## src/rtl/mips_pkg.sv

```systemverilog
// mips_pkg
//   Definitions shared by the instruction fetch stage and its stall monitor:
//   the PC width, the NOP encoding used for squashed or reset IF/ID slots,
//   the fetch FSM state encodings, the IF/ID pipeline register layout, and a
//   PC increment helper.
package mips_pkg;

    localparam int PC_W = 32;

    localparam logic [PC_W-1:0] NOP = 32'h0000_0000;

    // Fetch FSM encodings. These are visible on the fetch_state debug port,
    // so they must stay fixed.
    localparam logic [1:0] BOOT  = 2'b00;
    localparam logic [1:0] RUN   = 2'b01;
    localparam logic [1:0] STALL = 2'b10;

    typedef struct packed {
        logic [PC_W-1:0] instr;
        logic [PC_W-1:0] pc_plus4;
        logic            valid;
    } ifid_t;

    // The sum wraps modulo 2^32.
    function automatic logic [PC_W-1:0] pc_inc(input logic [PC_W-1:0] pc);
        return pc + 32'd4;
    endfunction

endpackage

```

## src/rtl/fetch_stall_monitor.sv

```systemverilog
// fetch_stall_monitor
//   Watches the fetch stage for stalls.
//   - A watchdog counts consecutive active cycles that have the PC held. The
//     count saturates at STALL_LIMIT. One cycle after the count reaches the
//     limit, a sticky timeout flag is set. Only reset clears that flag.
//   - Optional build macro FETCH_STALL_COUNTER_EN adds a saturating 16-bit
//     total of all stalled active cycles. When the macro is undefined, the
//     output is tied to zero and no counter flops exist.
// Ports
//   clk            rising-edge clock
//   rst_n          synchronous active-low reset
//   active         1 = fetch FSM is in RUN or STALL
//   stall          1 = PC held this cycle (PC_WriteEn = 0)
//   stall_timeout  sticky watchdog flag
//   stall_cycles   total stalled-cycle count (zero when counter disabled)
module fetch_stall_monitor #(
    parameter int STALL_LIMIT = 4
) (
    input  logic        clk,
    input  logic        rst_n,
    input  logic        active,
    input  logic        stall,
    output logic        stall_timeout,
    output logic [15:0] stall_cycles
);

    localparam logic [7:0] LIMIT = 8'(STALL_LIMIT);

    logic [7:0] wd_cnt_q, wd_cnt_d;
    logic       timeout_q, timeout_d;

    always_comb begin
        wd_cnt_d  = wd_cnt_q;
        // The flag is evaluated from the registered count. This gives the
        // one-cycle delay after the count reaches the limit.
        timeout_d = timeout_q | (wd_cnt_q >= LIMIT);
        if (active) begin
            if (!stall) begin
                wd_cnt_d = 8'd0;
            end else if (wd_cnt_q < LIMIT) begin
                wd_cnt_d = wd_cnt_q + 8'd1;
            end
        end
    end

    always_ff @(posedge clk) begin
        if (!rst_n) begin
            wd_cnt_q  <= 8'd0;
            timeout_q <= 1'b0;
        end else begin
            wd_cnt_q  <= wd_cnt_d;
            timeout_q <= timeout_d;
        end
    end

    assign stall_timeout = timeout_q;

`ifdef FETCH_STALL_COUNTER_EN
    logic [15:0] stall_cnt_q, stall_cnt_d;

    always_comb begin
        stall_cnt_d = stall_cnt_q;
        if (active && stall && (stall_cnt_q != 16'hFFFF)) begin
            stall_cnt_d = stall_cnt_q + 16'd1;
        end
    end

    always_ff @(posedge clk) begin
        if (!rst_n) begin
            stall_cnt_q <= 16'd0;
        end else begin
            stall_cnt_q <= stall_cnt_d;
        end
    end

    assign stall_cycles = stall_cnt_q;
`else
    assign stall_cycles = 16'h0000;
`endif

endmodule

```

## src/rtl/fetch_stage.sv

```systemverilog
// fetch_stage
//   Instruction fetch stage. Holds the PC and the IF/ID pipeline register.
//   It obeys the enables from the hazard unit and the redirects from the ID
//   stage. A stall monitor sub-module adds a watchdog and an optional stall
//   counter.
//   Optional build macro: FETCH_STALL_COUNTER_EN. It enables the stall_cycles
//   counter. Without it, stall_cycles reads 0.
// Ports
//   clk, rst_n      clock, synchronous active-low reset
//   PC_WriteEn      PC update enable
//   IFID_WriteEn    IF/ID register update enable
//   branch_taken    redirect request from ID
//   branch_target   redirect address
//   imem_rdata      instruction at imem_addr (combinational memory)
//   imem_addr       current PC
//   IFID_Instr      registered instruction
//   IFID_PCplus4    registered PC+4
//   IFID_Valid      1 = IFID_Instr is a real instruction
//   fetch_state     FSM state (debug)
//   stall_timeout   sticky watchdog flag
//   stall_cycles    total stalled-cycle count
//
// state | meaning
// BOOT  | first cycle after reset; PC and IF/ID hold, nothing fetched
// RUN   | normal fetch
// STALL | both enables were low; left once both are high again
module fetch_stage
    import mips_pkg::*;
#(
    parameter logic [31:0] RESET_PC    = 32'h0000_0000,
    parameter int          STALL_LIMIT = 4
) (
    input  logic        clk,
    input  logic        rst_n,
    input  logic        PC_WriteEn,
    input  logic        IFID_WriteEn,
    input  logic        branch_taken,
    input  logic [31:0] branch_target,
    input  logic [31:0] imem_rdata,
    output logic [31:0] imem_addr,
    output logic [31:0] IFID_Instr,
    output logic [31:0] IFID_PCplus4,
    output logic        IFID_Valid,
    output logic [1:0]  fetch_state,
    output logic        stall_timeout,
    output logic [15:0] stall_cycles
);

    logic [1:0]      state_q, state_d;
    logic [PC_W-1:0] pc_q, pc_d;
    ifid_t           ifid_q, ifid_d;
    logic [PC_W-1:0] pc_plus4;
    logic            active;

    assign pc_plus4 = pc_inc(pc_q);
    assign active   = (state_q == RUN) || (state_q == STALL);

    always_comb begin
        state_d = state_q;
        unique case (state_q)
            BOOT:    state_d = RUN;
            RUN:     if (!PC_WriteEn && !IFID_WriteEn) state_d = STALL;
            STALL:   if (PC_WriteEn && IFID_WriteEn)   state_d = RUN;
            default: state_d = BOOT;
        endcase
    end

    // A hold enable takes priority over a redirect. A redirect that arrives
    // during a stall is therefore dropped, and the ID stage must present it
    // again.
    always_comb begin
        pc_d   = pc_q;
        ifid_d = ifid_q;
        if (active) begin
            if (PC_WriteEn) begin
                pc_d = branch_taken ? branch_target : pc_plus4;
            end
            if (IFID_WriteEn) begin
                if (branch_taken) begin
                    ifid_d.instr    = NOP;
                    ifid_d.pc_plus4 = '0;
                    ifid_d.valid    = 1'b0;
                end else begin
                    ifid_d.instr    = imem_rdata;
                    ifid_d.pc_plus4 = pc_plus4;
                    ifid_d.valid    = 1'b1;
                end
            end
        end
    end

    always_ff @(posedge clk) begin
        if (!rst_n) begin
            state_q         <= BOOT;
            pc_q            <= RESET_PC;
            ifid_q.instr    <= NOP;
            ifid_q.pc_plus4 <= '0;
            ifid_q.valid    <= 1'b0;
        end else begin
            state_q <= state_d;
            pc_q    <= pc_d;
            ifid_q  <= ifid_d;
        end
    end

    fetch_stall_monitor #(
        .STALL_LIMIT (STALL_LIMIT)
    ) u_stall_monitor (
        .clk           (clk),
        .rst_n         (rst_n),
        .active        (active),
        .stall         (!PC_WriteEn),
        .stall_timeout (stall_timeout),
        .stall_cycles  (stall_cycles)
    );

    assign imem_addr    = pc_q;
    assign IFID_Instr   = ifid_q.instr;
    assign IFID_PCplus4 = ifid_q.pc_plus4;
    assign IFID_Valid   = ifid_q.valid;
    assign fetch_state  = state_q;

endmodule

```

## config.mk

```make
export PLATFORM = sky130hd
export DESIGN_NAME = fetch_stage
export DESIGN_NICKNAME = d
export VERILOG_FILES = /design/src/rtl/mips_pkg.sv /design/src/rtl/fetch_stall_monitor.sv /design/src/rtl/fetch_stage.sv
export SDC_FILE = /design/constraint.sdc
export NUM_CORES = 1
export LEC_CHECK = 0
export CAP_MARGIN = 25
export CORE_ASPECT_RATIO = 0.6
export CORE_UTILIZATION = 30
export DETAILED_ROUTE_END_ITERATION = 10
export GPL_ROUTABILITY_DRIVEN = 1
export RECOVER_POWER = 100
export SLEW_MARGIN = 20
export SYNTH_ARGS = -nofsm -noshare
export SYNTH_HDL_FRONTEND = slang
export SYNTH_SLANG_ARGS = --single-unit
```

## constraint.sdc

```tcl
create_clock -name clk -period 2.7 [get_ports clk]
set_input_delay 0.405 -clock clk [delete_from_list [all_inputs] [get_ports clk]]
set_output_delay 0.405 -clock clk [all_outputs]
set_load 0.05 [all_outputs]
```

==> reports/results.tsv <==
metric	value	unit
worst r2r dst	imem_addr[29]$_SDFFE_PN0P_	
DRC	0	
mean post-synth cell area	8.10	µm²
Reg-to-Reg Start	fetch_state[0]$_SDFFE_PN0P_	
final period utilization	86.2	%
FILL cells	1654	
Post-synth EDFFs	0	
iteration-0 DRC count of the detailed router	466	
Die W	172	µm
Worst Path Max Fanout	16	
adder-cell area share of the yosys netlist	1.68	%
yosys warns	0	
required time of the critical path	2.93	ns
Synth-to-Final Area Change	39.9	%
Setup CP Type	reg2reg	
largest area contributor in the netlist	dfxtp_1	
row cnt	36	
clk root buf	clkbuf_16	
Arr. time, crit path	2.56	ns
Pins Over Slew Limit	0	
grt total ovfl	0	
Sw Pwr	1.24	mW
Min-Delay Endpoint	IFID_PCplus4[28]$_SDFFE_PN0P_	
post_cts resized	0	
pwr dens	549	nW/µm²
Sink Count	108	
core area	16600	µm²
first-pass GRT wire length	25100	µm
min Tclk post-route	2.33	ns
Clock Skew	0.00838	ns
Synth Area in XOR/XNOR	4.53	%
Detail Placement HPWL	11500	µm
Reg clk slew, reported paths	0.07	ns
Seq/Total Area, Yosys	41.5	%
num ports	185	
Rel. slew slack	38.5	%
RePlAce Congestion	0.784	
antenna violations before repair	0	
Seq pwr share	43.2	%
most frequent cells after synthesis	dfxtp_1 (108), nor2_1 (77), nand2_1 (67), a21oi_1 (63), clkbuf_1 (40)	
Worst Max-Slew Pin Slew	0.923	ns
Finished Core Util	43.9	%
crit path launch	fetch_state[0]$_SDFFE_PN0P_	
cells after synthesis	644	
RSZ-0062 raised after global routing	false	
fin nets	864	
Max Cap Viol	0	
PortBufs	168	
first drt pass iteration count	6	
VDD IR max	0.000345	V
H-tree depth	3	
Final setup viols	0	
startpoint types	register	
layout cells sized above 1	4.17	%
all-layer global routing usage	17.6	%
most frequent cell after synthesis	dfxtp_1	
total number of vias	5031	
HP Class	reg2reg	
post-CTS setup buffers	0	
switching share of total power	31.0	%
top cells by area in the synthesized netlist	dfxtp_1 (41%), a21oi_1 (6.0%), nor2_1 (5.5%)	
Num CTS Buffers	9	
hold_sp	IFID_PCplus4[28]$_SDFFE_PN0P_	
Leak	2.91	nW
Synth Area in Compound Gates	17.4	%
diode count	0	
Die Ht	104	µm
vias per cell	4.93	
TritonCTS clock tree	done	
Hold Path Stages	2	
CP Capture Type	register	
Synth cell types	47	
synthesized area	5220	µm²
Post-synth ARST share	0	%
setup TNS	0	ns
mux cell area share after synthesis	1.54	%
Worst-Skew Late Latency	0.34	ns
status	finished clean	
hold violation count in the final report	0	
Initial Util	31.4	%
largest net degree at the start of global routing	53	
largest family of logic cells by synthesized area	simple AND/OR/NAND/NOR gates	
DR WL/cell	15.6	µm
Final ANT Viol Nets	0	
CTS max path bufs	2	
flops & latches, synth	108	
setup slack, reg-to-reg	0.37	ns
cells on worst reg2reg path	7	
Synth Area in Simple Gates	26.5	%
Clk network pwr share	35.0	%
Fmax	430	MHz
die area	17900	µm²
vias in the first global route	4510	
drt total wl	15900	µm
Pint	2.76	mW
commonest register cell after synthesis	dfxtp_1	
hold_buf cts	0	
combinational share of power	21.9	%
top cell type's share of synthesized area	41.5	%
power by group through the flow:
| stage | registers [mW] | logic, mW | clock network (mW) |
|---|---|---|---|
| global route | 1.74 | 0.944 | 1.51 |
| detailed placement | 1.77 | 0.908 | 0 |
| floorplan | 1.96 | 0.386 | 0 |
| finish | 1.73 | 0.876 | 1.40 |
| global placement | 1.77 | 0.904 | 0 |
| CTS | 1.73 | 0.912 | 1.45 |
kinds of logic (layout without fill, tap and decap cells):
family | count (synthesis) | in the layout
flip-flops | 108 | 108
AND/OR/NAND/NOR | 267 | 267
XOR/XNOR | 27 | 27
AO/OA/AOI/OAI | 151 | 151
adder cells (fa/ha/maj) | 7 | 7
buffers and inverters | 75 | 208
other | 1 | 16
multiplexers | 8 | 8
state kept, by name, summed over array words and instances (netlist names):
signal                         count
IFID_Instr                        32
IFID_PCplus4                      32
IFID_Valid                         1
fetch_state                        2
imem_addr                         32
u_stall_monitor.stall_timeout      1
u_stall_monitor.wd_cnt_q           8
final cells by class:
type / count / area (µm²) / area share (%)
Tap cell: 228 / 285 / 3.91
Timing Repair Buffer: 185 / 1800 / 24.7
Sequential cell: 108 / 2160 / 29.6
Clock inverter: 4 / 75.1 / 1.03
Multi-Input combinational cell: 476 / 2710 / 37.1
Inverter: 8 / 30.0 / 0.411
Clock buffer: 11 / 233 / 3.19
worst max path at each step:
| stage | slack, ns | depth (start not counted) | to |
|---|---|---|---|
| floorplan | 0.37 | 8 | imem_addr[14]$_SDFFE_PN0P_ |
| global placement | 0.47 | 5 | imem_addr[21]$_SDFFE_PN0P_ |
| detailed placement | 0.42 | 5 | imem_addr[21]$_SDFFE_PN0P_ |
| CTS | 0.46 | 6 | imem_addr[24]$_SDFFE_PN0P_ |
| global route | 0.16 | 7 | imem_addr[2]$_SDFFE_PN0P_ |
| finish | 0.37 | 7 | imem_addr[29]$_SDFFE_PN0P_ |
layer usage:
metal  vias to the layer above  track usage, %  part of all wire, %
li1                       2518               -                    -
met1                      2327            26.7                   51
met2                       180            23.6                   39
met3                         6            6.62                  8.9
met4                         0            2.09                 0.53
met5                         -               0                    0
through the flow:
step           hold WS [ns]  power [mW]  area (µm²)  setup WS (ns)  instances
2_1_floorplan         0.453        2.35        5270          0.368        659
3_3_place_gp          0.438        2.67        7050          0.472       1005
3_5_place_dp          0.446        2.68        7050          0.424       1005
4_1_cts               0.463        4.09        7360          0.458       1020
5_1_grt               0.475        4.20        7300          0.160       1020
6_report              0.454        4.01        7300          0.373       1020
worst max-delay path, stage by stage (launching register included):
cell	delay, ns
dfxtp_1	0.40
inv_1	0.09
ha_1	0.41
nand2_1	0.35
clkbuf_1	0.59
nor3_1	0.09
mux2i_1	0.19
a31oi_1	0.09
placed cells by master, fill, tap and decap left out, types with 2 or more instances in the layout:
cell             synthesis  routed
a21oi_1                 63      63
nand2_1                 67      67
o31ai_1                  7       7
and4_1                   4       4
conb_1                   1      16
o21ai_0                 33      33
mux2i_1                  8       8
xnor2_1                 16      16
nor3b_1                 35      35
o22ai_1                  3       3
clkdlybuf4s50_1          0      66
clkbuf_1                40       5
or4_1                    2       3
nor4_1                   2       6
nand4_1                  5       6
clkbuf_16                0       9
a22o_1                   7       7
clkbuf_2                 0       2
buf_4                   19      12
nor2b_1                  5       5
clkinvlp_4               0       2
dfxtp_1                108     108
ha_1                     7       7
bufinv_16                0       2
nor3_1                  16      16
dlygate4sd3_1            0     101
and3_1                  22      22
o41ai_1                  2       2
a31oi_1                 11      11
nor2_1                  77      77
inv_1                    8       7
a32o_1                   5       5
xor2_1                  11      11
a22oi_1                 13      13
nand3_1                 21      21
No activity file was read; power rests on OpenSTA's default activity.
